$ cat config.mk
export PLATFORM = sky130hd
export DESIGN_NAME = letter_entry_ctrl
export DESIGN_NICKNAME = d
export VERILOG_FILES = /design/src/rtl/letter_entry_ctrl.sv
export SDC_FILE = /design/constraint.sdc
export NUM_CORES = 1
export LEC_CHECK = 0
export CAP_MARGIN = 25
export CORE_MARGIN = 2
export CORE_UTILIZATION = 42
export CTS_CLUSTER_DIAMETER = 100
export DETAILED_ROUTE_END_ITERATION = 10
export GPL_TIMING_DRIVEN = 1
export PLACE_DENSITY = 0.61
export SYNTH_ARGS = -nofsm -noshare
export SYNTH_HDL_FRONTEND = slang
export SYNTH_SLANG_ARGS = --single-unit
$ cat constraint.sdc
create_clock -name clk -period 5.65 [get_ports clk]
set_input_delay 1.695 -clock clk [delete_from_list [all_inputs] [get_ports clk]]
set_output_delay 1.695 -clock clk [all_outputs]
set_load 0.005 [all_outputs]
$ cat src/rtl/letter_entry_ctrl.sv
// Command sequencer for the letter buffer: debounces buttons and tilt, arbitrates
// events, owns the cursor and issues one valid/ready write per accepted command.

module letter_entry_debounce #(
  parameter int          W      = 1,
  parameter logic [15:0] CYCLES = 16'd50000
) (
  input  logic         clk,
  input  logic         rst,
  input  logic [W-1:0] raw,
  output logic [W-1:0] clean
);
  logic [W-1:0] sync1_reg, sync2_reg, filt_reg;
  logic [15:0]  cnt_reg;

  always_ff @(posedge clk) begin
    if (!rst) begin
      sync1_reg <= '0;
      sync2_reg <= '0;
      filt_reg  <= '0;
      cnt_reg   <= '0;
    end else begin
      sync1_reg <= raw;
      sync2_reg <= sync1_reg;
      // Accept on the CYCLES-th consecutive cycle of disagreement.
      if (sync2_reg != filt_reg) begin
        if (cnt_reg == CYCLES - 16'd1) begin
          filt_reg <= sync2_reg;
          cnt_reg  <= '0;
        end else begin
          cnt_reg <= cnt_reg + 16'd1;
        end
      end else begin
        cnt_reg <= '0;
      end
    end
  end

  assign clean = filt_reg;
endmodule

module letter_entry_ctrl #(
  parameter logic [15:0] DEBOUNCE_CYCLES = 16'd50000,
  parameter int          NUM_SLOTS       = 3,
  parameter bit          AUTO_ADVANCE    = 1'b1
) (
  input  logic                 clk,
  input  logic                 rst,
  input  logic                 btn_en,
  input  logic                 btn_del,
  input  logic [1:0]           tilt_raw,
  input  logic [5:0]           switch_input,
  input  logic                 wr_ready,
  output logic                 wr_valid,
  output logic [1:0]           wr_slot,
  output logic [5:0]           wr_data,
  output logic [1:0]           cursor,
  output logic [NUM_SLOTS-1:0] slot_full,
  output logic                 err
);
  localparam logic [1:0] LAST_SLOT = 2'(NUM_SLOTS - 1);
  localparam logic [5:0] CLEAR_CODE = 6'h3F;

  typedef enum logic {IDLE, WRITE} state_t;
  typedef enum logic [1:0] {OP_ENTER, OP_CLEAR, OP_BACK} op_t;

  logic       en_filt, del_filt;
  logic [1:0] tilt_filt, tilt_mapped;
  logic       en_prev_reg, del_prev_reg;
  logic [1:0] tilt_prev_reg;
  logic       ev_en, ev_del, ev_l, ev_r;

  state_t                 state_reg, state_next;
  op_t                    op_reg, op_next;
  logic [1:0]             slot_reg, slot_next;
  logic [5:0]             data_reg, data_next;
  logic [1:0]             cursor_reg, cursor_next;
  logic [NUM_SLOTS-1:0]   full_reg, full_next;
  logic                   err_reg, err_next;
  logic                   full_at_cursor;

  assign tilt_mapped = (tilt_raw == 2'b11) ? 2'b00 : tilt_raw;

  letter_entry_debounce #(.W(1), .CYCLES(DEBOUNCE_CYCLES)) u_db_en (
    .clk(clk), .rst(rst), .raw(btn_en), .clean(en_filt)
  );
  letter_entry_debounce #(.W(1), .CYCLES(DEBOUNCE_CYCLES)) u_db_del (
    .clk(clk), .rst(rst), .raw(btn_del), .clean(del_filt)
  );
  letter_entry_debounce #(.W(2), .CYCLES(DEBOUNCE_CYCLES)) u_db_tilt (
    .clk(clk), .rst(rst), .raw(tilt_mapped), .clean(tilt_filt)
  );

  always_ff @(posedge clk) begin
    if (!rst) begin
      en_prev_reg   <= 1'b0;
      del_prev_reg  <= 1'b0;
      tilt_prev_reg <= 2'b00;
    end else begin
      en_prev_reg   <= en_filt;
      del_prev_reg  <= del_filt;
      tilt_prev_reg <= tilt_filt;
    end
  end

  assign ev_en  = en_filt & ~en_prev_reg;
  assign ev_del = del_filt & ~del_prev_reg;
  assign ev_l   = (tilt_filt == 2'b01) && (tilt_prev_reg != 2'b01);
  assign ev_r   = (tilt_filt == 2'b10) && (tilt_prev_reg != 2'b10);

  assign full_at_cursor = full_reg[cursor_reg];

  always_comb begin
    state_next  = state_reg;
    op_next     = op_reg;
    slot_next   = slot_reg;
    data_next   = data_reg;
    cursor_next = cursor_reg;
    full_next   = full_reg;
    err_next    = 1'b0;
    case (state_reg)
      IDLE: begin
        // Fixed priority DEL > EN > L > R; losers in the same cycle are dropped.
        if (ev_del) begin
          if (full_at_cursor) begin
            op_next    = OP_CLEAR;
            slot_next  = cursor_reg;
            data_next  = CLEAR_CODE;
            state_next = WRITE;
          end else if (AUTO_ADVANCE && (cursor_reg != 2'd0)) begin
            op_next    = OP_BACK;
            slot_next  = cursor_reg - 2'd1;
            data_next  = CLEAR_CODE;
            state_next = WRITE;
          end
        end else if (ev_en) begin
          if (switch_input <= 6'd25) begin
            op_next    = OP_ENTER;
            slot_next  = cursor_reg;
            data_next  = switch_input;
            state_next = WRITE;
          end else begin
            err_next = 1'b1;
          end
        end else if (ev_l) begin
          if (cursor_reg != 2'd0) cursor_next = cursor_reg - 2'd1;
        end else if (ev_r) begin
          if (cursor_reg != LAST_SLOT) cursor_next = cursor_reg + 2'd1;
        end
      end
      WRITE: begin
        if (wr_ready) begin
          full_next[slot_reg] = (op_reg == OP_ENTER);
          if (op_reg == OP_ENTER && AUTO_ADVANCE && cursor_reg != LAST_SLOT)
            cursor_next = cursor_reg + 2'd1;
          else if (op_reg == OP_BACK)
            cursor_next = cursor_reg - 2'd1;
          state_next = IDLE;
        end
      end
      default: state_next = IDLE;
    endcase
  end

  always_ff @(posedge clk) begin
    if (!rst) begin
      state_reg  <= IDLE;
      op_reg     <= OP_ENTER;
      slot_reg   <= 2'd0;
      data_reg   <= CLEAR_CODE;
      cursor_reg <= 2'd0;
      full_reg   <= '0;
      err_reg    <= 1'b0;
    end else begin
      state_reg  <= state_next;
      op_reg     <= op_next;
      slot_reg   <= slot_next;
      data_reg   <= data_next;
      cursor_reg <= cursor_next;
      full_reg   <= full_next;
      err_reg    <= err_next;
    end
  end

  assign wr_valid  = (state_reg == WRITE);
  assign wr_slot   = slot_reg;
  assign wr_data   = data_reg;
  assign cursor    = cursor_reg;
  assign slot_full = full_reg;
  assign err       = err_reg;
endmodule

### Word-level counts from Yosys, hierarchy flattened

Cells that the tools add are included.

| operators by class | value |
|---|---|
| add/sub/neg operators | 5 |
| magnitude comparators | 4 |
| equal/unequal tests | 21 |
| muxes and demuxes | 37 |
| bitwise gates (word level) | 10 |
| reductions and logical operators | 19 |

Operators by type and width:

| kind | number |
|---|---|
| $add 16x1->16 const B | 3 |
| $eq 16x16->1 const B | 3 |
| $mux 2 | 18 |
| $mux 6 | 5 |
| $ne 2x2->1 const B | 5 |
| $mux 1 | 9 |
| $ne 3x3->1 const B | 3 |
| $reduce_or 3->1 | 3 |
| $not 1->1 | 8 |
| $reduce_and 2->1 | 4 |
| $reduce_and 7->1 | 1 |
| $eq 2x2->1 const B | 3 |
| $le 6x5->1 const B | 1 |
| $lt 2x3->1 const B | 2 |
| $ne 3x1->1 const B | 2 |
| $reduce_bool 2->1 | 3 |
| $logic_and 1x1->1 | 4 |
| $pmux 2 s2 | 1 |
| $reduce_and 4->1 | 1 |
| $reduce_or 4->1 | 1 |
| $bwmux 3 | 1 |
| $add 2x1->2 const B | 1 |
| $and 1x1->1 | 2 |
| $bmux 1 s2 | 1 |
| other kinds (10) | 11 |

| word-level totals | value |
|---|---|
| register bits after elaboration | 81 |
| input port bits | 13 |
| word-level logic and storage cells | 118 |

### Depth between registers and ports, before layout

| logic depth | value |
|---|---|
| word-level depth | 7 |
| depth in mapped cells | 8 |

### Modules after synthesis

A second synthesis with hierarchy kept.

| second synthesis, totals | value |
|---|---|
| cells, all modules | 395 |
| area, all modules | 3714.8 sq um |

By module, submodules not included:

| module | times used | cells each | area an instance (sq um) |
|---|---|---|---|
| letter_entry_debounce (u_db_del ...) | 2 | 87 | 837.1 |
| letter_entry_debounce (u_db_tilt) | 1 | 98 | 1022.2 |
| letter_entry_ctrl | 1 | 123 | 1018.5 |

### Least setup slack after synthesis

OpenSTA, ideal clock, no wires.

| path | value |
|---|---|
| path type | input to register |
| start | input port switch_input[2] |
| end | register slot_reg[1], in the netlist wr_slot[1] |
| data arrival time | 2.834 ns |
| data required time | 5.528 ns |
| slack | 2.694 ns |
| stages on the path | 5 |
| cells stage by stage | o211ai_1 > a31oi_2 > a41o_1 > buf_2 > o311a_1 |

| on the way | value |
|---|---|
| cells in the longest elaborated chain, start to end | 3 |

RTL lines:

| what | RTL line | RTL |
|---|---|---|
| start: declaration | 52 | `input logic [5:0] switch_input,` |
| $le 6x5->1 | 137 | `if (switch_input <= 6'd25) begin` |
| $reduce_bool 2->1 (no source line) | - |  |
| $reduce_and 4->1 (no source line) | - |  |
| end signal: assignment | 177 | `slot_reg <= slot_next;` |
| end: declaration | 75 | `logic [1:0] slot_reg, slot_next;` |

No other way between the ends.
A chain may end at the register's enable or synchronous reset.

### Final worst setup path

| path | value |
|---|---|
| start | input port rst |
| end | register u_db_del.cnt_reg[3] |

| on the way | value |
|---|---|
| cells in the longest elaborated chain, start to end | 2 |

RTL lines:

| what | RTL line | RTL |
|---|---|---|
| start: declaration | 48 | `input logic rst,` |
| $not 1->1 (no source line) | - |  |
| $reduce_or 3->1 (no source line) | - |  |
| end signal: assignment | 31 | `cnt_reg <= cnt_reg + 16'd1;` |
| end: declaration | 14 | `logic [15:0] cnt_reg;` |

No other way between the ends.

==> impl_metrics.sql <==
INSERT INTO impl_metrics (metric_group, metric, value, unit) VALUES
('power', 'power.share.combinational', '2.1', '%'),
('layout', 'seqCellArea', '1620', 'um^2'),
('cts', 'cts_root_buffer', 'sky130_fd_sc_hd__clkbuf_8', ''),
('layout', 'utilization', '49.5', '%'),
('global_route', 'grt_start_max_net_pins', '25', ''),
('detailed_routing', 'drt_wl_total', '6180', 'um'),
('layout', 'layout.nets', '424', ''),
('worst_hold_path', 'hold_path_end', 'u_db_en.sync2_reg$_SDFF_PN0_', ''),
('cts', 'cts.sinks', '81', ''),
('detailed_routing', 'drc_markers', '0', ''),
('yosys', 'synth-edff-count', '0', ''),
('timing', 'min_period', '3320', 'ps'),
('setup_path', 'r2r_end', 'cursor[0]$_SDFFE_PN0P_', ''),
('detailed_routing', 'dr.pass1.iters', '4', ''),
('setup_path', 'timing.critical_path.to_type', 'flip-flop', ''),
('power', 'power_per_cell_area', '246', 'nW/um^2'),
('cts', 'clock_latency', '350', 'ps'),
('status', 'status', 'complete, no violations', ''),
('floorplan', 'initial_utilization', '42.7', '%'),
('floorplan', 'core-area', '8090', 'um^2'),
('setup_path', 'worst_setup_path_start_kind', 'input pin', ''),
('power', 'cell_internal_pwr', '0.752', 'mW'),
('setup_path', 'cp_cell_sequence', 'clkdlybuf4s50_1 -> buf_4 -> nand3_1 -> nor2_1', ''),
('detailed_routing', 'vias', '2538', ''),
('detailed_routing', 'drt-vias-per-instance', '4.92', ''),
('power', 'p_clk_share', '39.6', '%'),
('detailed_routing', 'detailedRoute.firstIterationViolations', '95', ''),
('setup_path', 'cp_slowest_stage_delay', '940', 'ps'),
('setup_path', 'r2r_start', 'cursor[0]$_SDFFE_PN0P_', ''),
('cts', 'htreeDepth', '3', ''),
('yosys', 'prevailing_post_synth_register_cell', 'sky130_fd_sc_hd__dfxtp_1', ''),
('global_route', 'global_route.overflow_total', '0', ''),
('power', 'power.ir.vdd_worst', '0.124', 'mV'),
('yosys', 'yosysUniqueCellTypes', '48', ''),
('detailed_routing', 'routed_wire_length_per_instance', '12.0', 'um'),
('timing', 'totalNegativeSetupSlack', '0', 'ps'),
('setup_path', 'reg2reg_setup_slack', '3460', 'ps'),
('setup_path', 'critPathBufInv', '2', ''),
('timing', 'final-hold-violation-count', '0', ''),
('yosys', 'seq_area_frac_synth', '46.9', '%'),
('cts', 'cts-resized-gates', '0', ''),
('power', 'p_sw', '0.234', 'mW'),
('timing', 'grt_setup_unrepaired', 'no', ''),
('power', 'seq_power_share', '58.3', '%'),
('global_route', 'global_route.usage.total', '14.8', '%'),
('worst_hold_path', 'hold_depth', '1', ''),
('setup_path', 'worstPathRequired', '5930', 'ps'),
('floorplan', 'rows', '33', ''),
('flow_run', 'max-cap-violations', '0', ''),
('detailed_routing', 'detail_route_antenna_nets', '0', ''),
('placed_design', 'buffers_added_on_ports', '27', ''),
('cts', 'cts_made_buffers', '9', ''),
('placed_design', 'place.detailed.hpwl', '4190', 'um'),
('layout', 'num-fill-cells', '824', ''),
('cts', 'max-clock-path-buffers', '2', ''),
('global_route', 'grt_first_pass_wirelength', '10600', 'um'),
('yosys', 'async_reset_ff_share', '0', '%'),
('yosys', 'synth_warnings', '0', ''),
('yosys', 'synthesis.instances', '379', ''),
('cts', 'cts.clk_slew.worst_paths', '90', 'ps'),
('timing', 'final_max_slew_viol_count', '0', ''),
('global_route', 'grt_pass1_vias', '2354', ''),
('layout', 'multiInputGateArea', '1760', 'um^2'),
('yosys', 'synth_area', '3460', 'um^2'),
('power', 'power.share.switching', '23.7', '%'),
('cts', 'tritoncts', 'built', ''),
('timing', 'achievable_frequency', '301', 'MHz'),
('setup_path', 'arrival', '3600', 'ps'),
('yosys', 'synth.ff_latch_count', '81', ''),
('setup_path', 'timing.critical_path.fanout_max', '24', ''),
('placed_design', 'gp_congestion', '0.814', '');
## metrics by stage
stage | hold WS, ps | std cells | setup WS, ps | instance area, um^2 | power, mW
2_1_floorplan | 412 | 379 | 2690 | 3460 | 0.598
3_3_place_gp | 420 | 500 | 1980 | 3820 | 0.609
3_5_place_dp | 424 | 500 | 1930 | 3820 | 0.609
4_1_cts | 448 | 516 | 2300 | 4000 | 1.00
5_1_grt | 454 | 516 | 2130 | 4000 | 1.03
6_report | 440 | 516 | 2330 | 4000 | 0.985
## cell usage in the layout, fill, tap and decap left out, drive strengths merged, types with 2 or more instances in the layout
master         instances
nor2                  58
xnor2                 13
and2                  11
nand2                 26
clkinvlp               2
xor2                  34
clkdlybuf4s50         27
nor2b                 13
nor3                  12
a21oi                  5
or2                    3
and2b                  2
nand4                  9
nor4                   3
nor4bb                 3
a31oi                  2
nand3                 22
clkinv                 2
and4                   8
and3                  10
ha                     5
o21ai                  8
inv                   11
a2111oi                2
nand2b                 5
mux2i                  7
dfxtp                 81
a21boi                 4
clkbuf                 9
## power by group through the flow
stage	sequential (mW)	clock [mW]	combinational, mW
after floorplan	0.588	0	0.00983
after global placement	0.588	0	0.0208
after detailed placement	0.588	0	0.0212
after CTS	0.575	0.409	0.0213
after global routing	0.575	0.435	0.0233
final	0.575	0.390	0.0209
## kinds of logic (layout without fill, tap and decap cells)
group	after synthesis	in the layout	synth area share (%)
AND/OR/NAND/NOR	191	191	28.8
buffers and inverters	20	52	2.35
multiplexers	7	7	2.03
AO/OA/AOI/OAI	28	28	6.22
flip-flops	81	81	46.9
XOR/XNOR	47	47	11.9
adder cells (fa/ha/maj)	5	5	1.81
## worst register-to-register path: stages, from the launching register on
cell and delay, ps:
sky130_fd_sc_hd__dfxtp_1 530, sky130_fd_sc_hd__inv_1 140, sky130_fd_sc_hd__ha_1 250, sky130_fd_sc_hd__or4_4 500
sky130_fd_sc_hd__a2111oi_4 380, sky130_fd_sc_hd__o21ai_1 110, sky130_fd_sc_hd__and3_1 190
## layout make-up
cell class / count / area share (%)
multi-input combinational: 278 / 43.9
sequential: 81 / 40.5
timing repair buffer: 28 / 6.94
tap: 105 / 3.28
clock buffer: 9 / 3.09
clock inverter: 7 / 1.53
inverter: 8 / 0.750
## worst max-delay path by stage
stage                                from                               to  slack (ps)  cells after the start
after floorplan           switch_input[2]          wr_slot[1]$_SDFFE_PN0P_        2690                      5
after global placement                rst   u_db_del.cnt_reg[3]$_SDFF_PP0_        1980                      4
after detailed placement              rst  u_db_del.cnt_reg[13]$_SDFF_PP0_        1930                      4
after CTS                             rst  u_db_del.cnt_reg[13]$_SDFF_PP0_        2300                      4
after global routing                  rst   u_db_del.cnt_reg[8]$_SDFF_PP0_        2130                      4
final                                 rst   u_db_del.cnt_reg[3]$_SDFF_PP0_        2330                      4
## synth_stat cells, types with 2 or more instances
master	number	area share, %
sky130_fd_sc_hd__dfxtp_1	81	47
sky130_fd_sc_hd__nor2_1	58	6.3
sky130_fd_sc_hd__xor2_1	34	8.6
sky130_fd_sc_hd__nand2_1	26	2.8
sky130_fd_sc_hd__nand3_1	22	3.2
sky130_fd_sc_hd__nor2b_1	13	2.4
sky130_fd_sc_hd__xnor2_1	13	3.3
sky130_fd_sc_hd__nor3_1	12	1.7
sky130_fd_sc_hd__and2_1	10	1.8
sky130_fd_sc_hd__and3_1	10	1.8
sky130_fd_sc_hd__clkbuf_1	9	0.98
sky130_fd_sc_hd__nand4_1	9	1.6
sky130_fd_sc_hd__and4_1	8	2.0
sky130_fd_sc_hd__inv_1	7	0.76
sky130_fd_sc_hd__mux2i_1	7	2.0
sky130_fd_sc_hd__o21ai_1	7	1.0
sky130_fd_sc_hd__a21oi_1	5	0.72
sky130_fd_sc_hd__ha_1	5	1.8
sky130_fd_sc_hd__nand2b_1	5	0.90
sky130_fd_sc_hd__a21boi_0	3	0.65
sky130_fd_sc_hd__nor4_1	3	0.54
sky130_fd_sc_hd__nor4bb_1	3	0.87
sky130_fd_sc_hd__and2b_1	2	0.43
sky130_fd_sc_hd__buf_2	2	0.29
sky130_fd_sc_hd__or2_1	2	0.36
## layer usage
metal  up-vias  share of wire [%]  routed length [um]  track usage [%]
met5         -                  0                   0                0
met3         4                3.5                 219             5.19
met4         0               0.60                  37             3.99
met1      1155                 52                3250             19.4
li1       1345                  -                   -                -
met2        34                 43                2680             23.3
No activity file was read; power rests on OpenSTA's default activity.
==> edit, RTL diff (config.mk and constraints unchanged) <==
Remove the register `err_reg`: a continuous assignment takes its place, so the output `err` follows one clock earlier.
--- a/src/rtl/letter_entry_ctrl.sv
+++ b/src/rtl/letter_entry_ctrl.sv
@@ -172,3 +172,2 @@
       full_reg   <= '0;
-      err_reg    <= 1'b0;
     end else begin
@@ -180,5 +179,6 @@
       full_reg   <= full_next;
-      err_reg    <= err_next;
     end
   end
+
+  assign err_reg = err_next;
 
Behaviour: no difference found for any inputs over 10 cycles, from zero or initial values and one cycle with rst low; that may be too few to reach the edited logic, so the function may still have changed.
==> edit against the unedited design <==
- design area increased by 1.8%
- cell count is 1.4% higher
- setup slack worse by 1.6 ns
- die area rose by 1.6%
- area after synthesis rose by 1.7%
- sequential cell count shrank 1
- total power is 7.8% higher
- wire length grew 6.8%
- highest routed layer unchanged
==> edit: results (changes against the unedited design) <==
* CP Capture Point: err
* Met1 Wirelength at 3480 um (+7.1%)
* Signal buffers share of area at 6.64% (-0.30 points)
* Gate power share at 1.9% (-0.2 points)
* Synth Net Count at 410 (+3.3%)
* CP Data Arrival Time at 3.23 ns (-0.37 ns)
* Share of layout cells above drive strength 1 at 5.26% (-0.82 points)
* DR WL met3 at 269 um (+23%)
* Hold WS at 0.434 ns (-0.00649 ns)
* Final total power at 1.06 mW (+7.8%)
* Leak pwr at 1.38 nW (-5.4%)
* Sequential fraction of the synthesis area at 45.5% (-1.3 points)
* Slowest stage delay, CP at 0.54 ns (-0.40 ns)
* Post-synthesis xor/xnor area fraction at 9.96% (-1.9 points)
* Final clock-cell share at 5.56% (+0.93 points)
* Compound-Gate Fraction of Synth Area at 8.50% (+2.3 points)
* CP Max Fanout at 3 (-88%)
* Clock share of power at 44.6% (+5.0 points)
* Met2 Routed Length at 2800 um (+4.5%)
* Fillers at 779 (-5.5%)
* Synth area leaders: dfxtp_1 46%, xor2_1 6.2%, nor2_1 6.2%
* Sequential cell area at 1600 um^2 (-1.2%)
* GRT Total Usage at 16.2% (+1.4 points)
* Gp weighted congestion at 0.789 (-3.0%)
* Multi-input gate share of total cell area at 44.1% (+0.26 points)
* Vias in the first global route at 2589 (+10%)
* Reg2Reg Depth at 4 (-2)
* Net Switching at 0.231 mW (-1.1%)
* DR iter-0 viols at 61 (-36%)
* Synth top cells by count: 80 x dfxtp_1, 58 x nor2_1, 25 x xor2_1
* Multiplexer share of the synthesized area at 3.13% (+1.1 points)
* Inverters at 12 (+4)
* Slew headroom at 36.5% (-14 points)
* Critical path startpoint: switch_input[2]
* Multi-input comb cells at 283 (+1.8%)
* Sink Count at 80 (-1.2%)
* Post-DP HPWL at 4450 um (+6.3%)
* Non-clock buffers at 27 (-3.6%)
* Outcome: completed
==> edit: cell types whose count changed in the layout (fill, tap and decap cells not counted), sizes merged, moves of 4 or more <==
cell	unedited run	this run
o21ai	8	15
nor2b	13	5
nand3	22	16
or3	1	5
a21oi	5	18
nand2	26	16
inv	11	15
nor3b	1	6
xor2	34	25
and3	10	4
mux2i	7	11
==> edit: layer usage <==
layer / up-vias / track usage (%)
li1: 1410 / -
met1: 1284 / 22.2
met2: 36 / 24.4
met3: 4 / 3.72
met4: 0 / 7.02
met5: - / 0
==> edit: stage by stage <==
step | util, % | instance area, um^2 | worst slack, ns | instances
global route | 49.8 | 4070 | 0.647 | 523
floorplan | - | 3520 | 1.74 | 392
detailed placement | 47.0 | 3850 | 0.741 | 507
CTS | 49.8 | 4070 | 0.714 | 523
global placement | 47.0 | 3850 | 0.728 | 507
finish | 49.8 | 4070 | 0.729 | 523
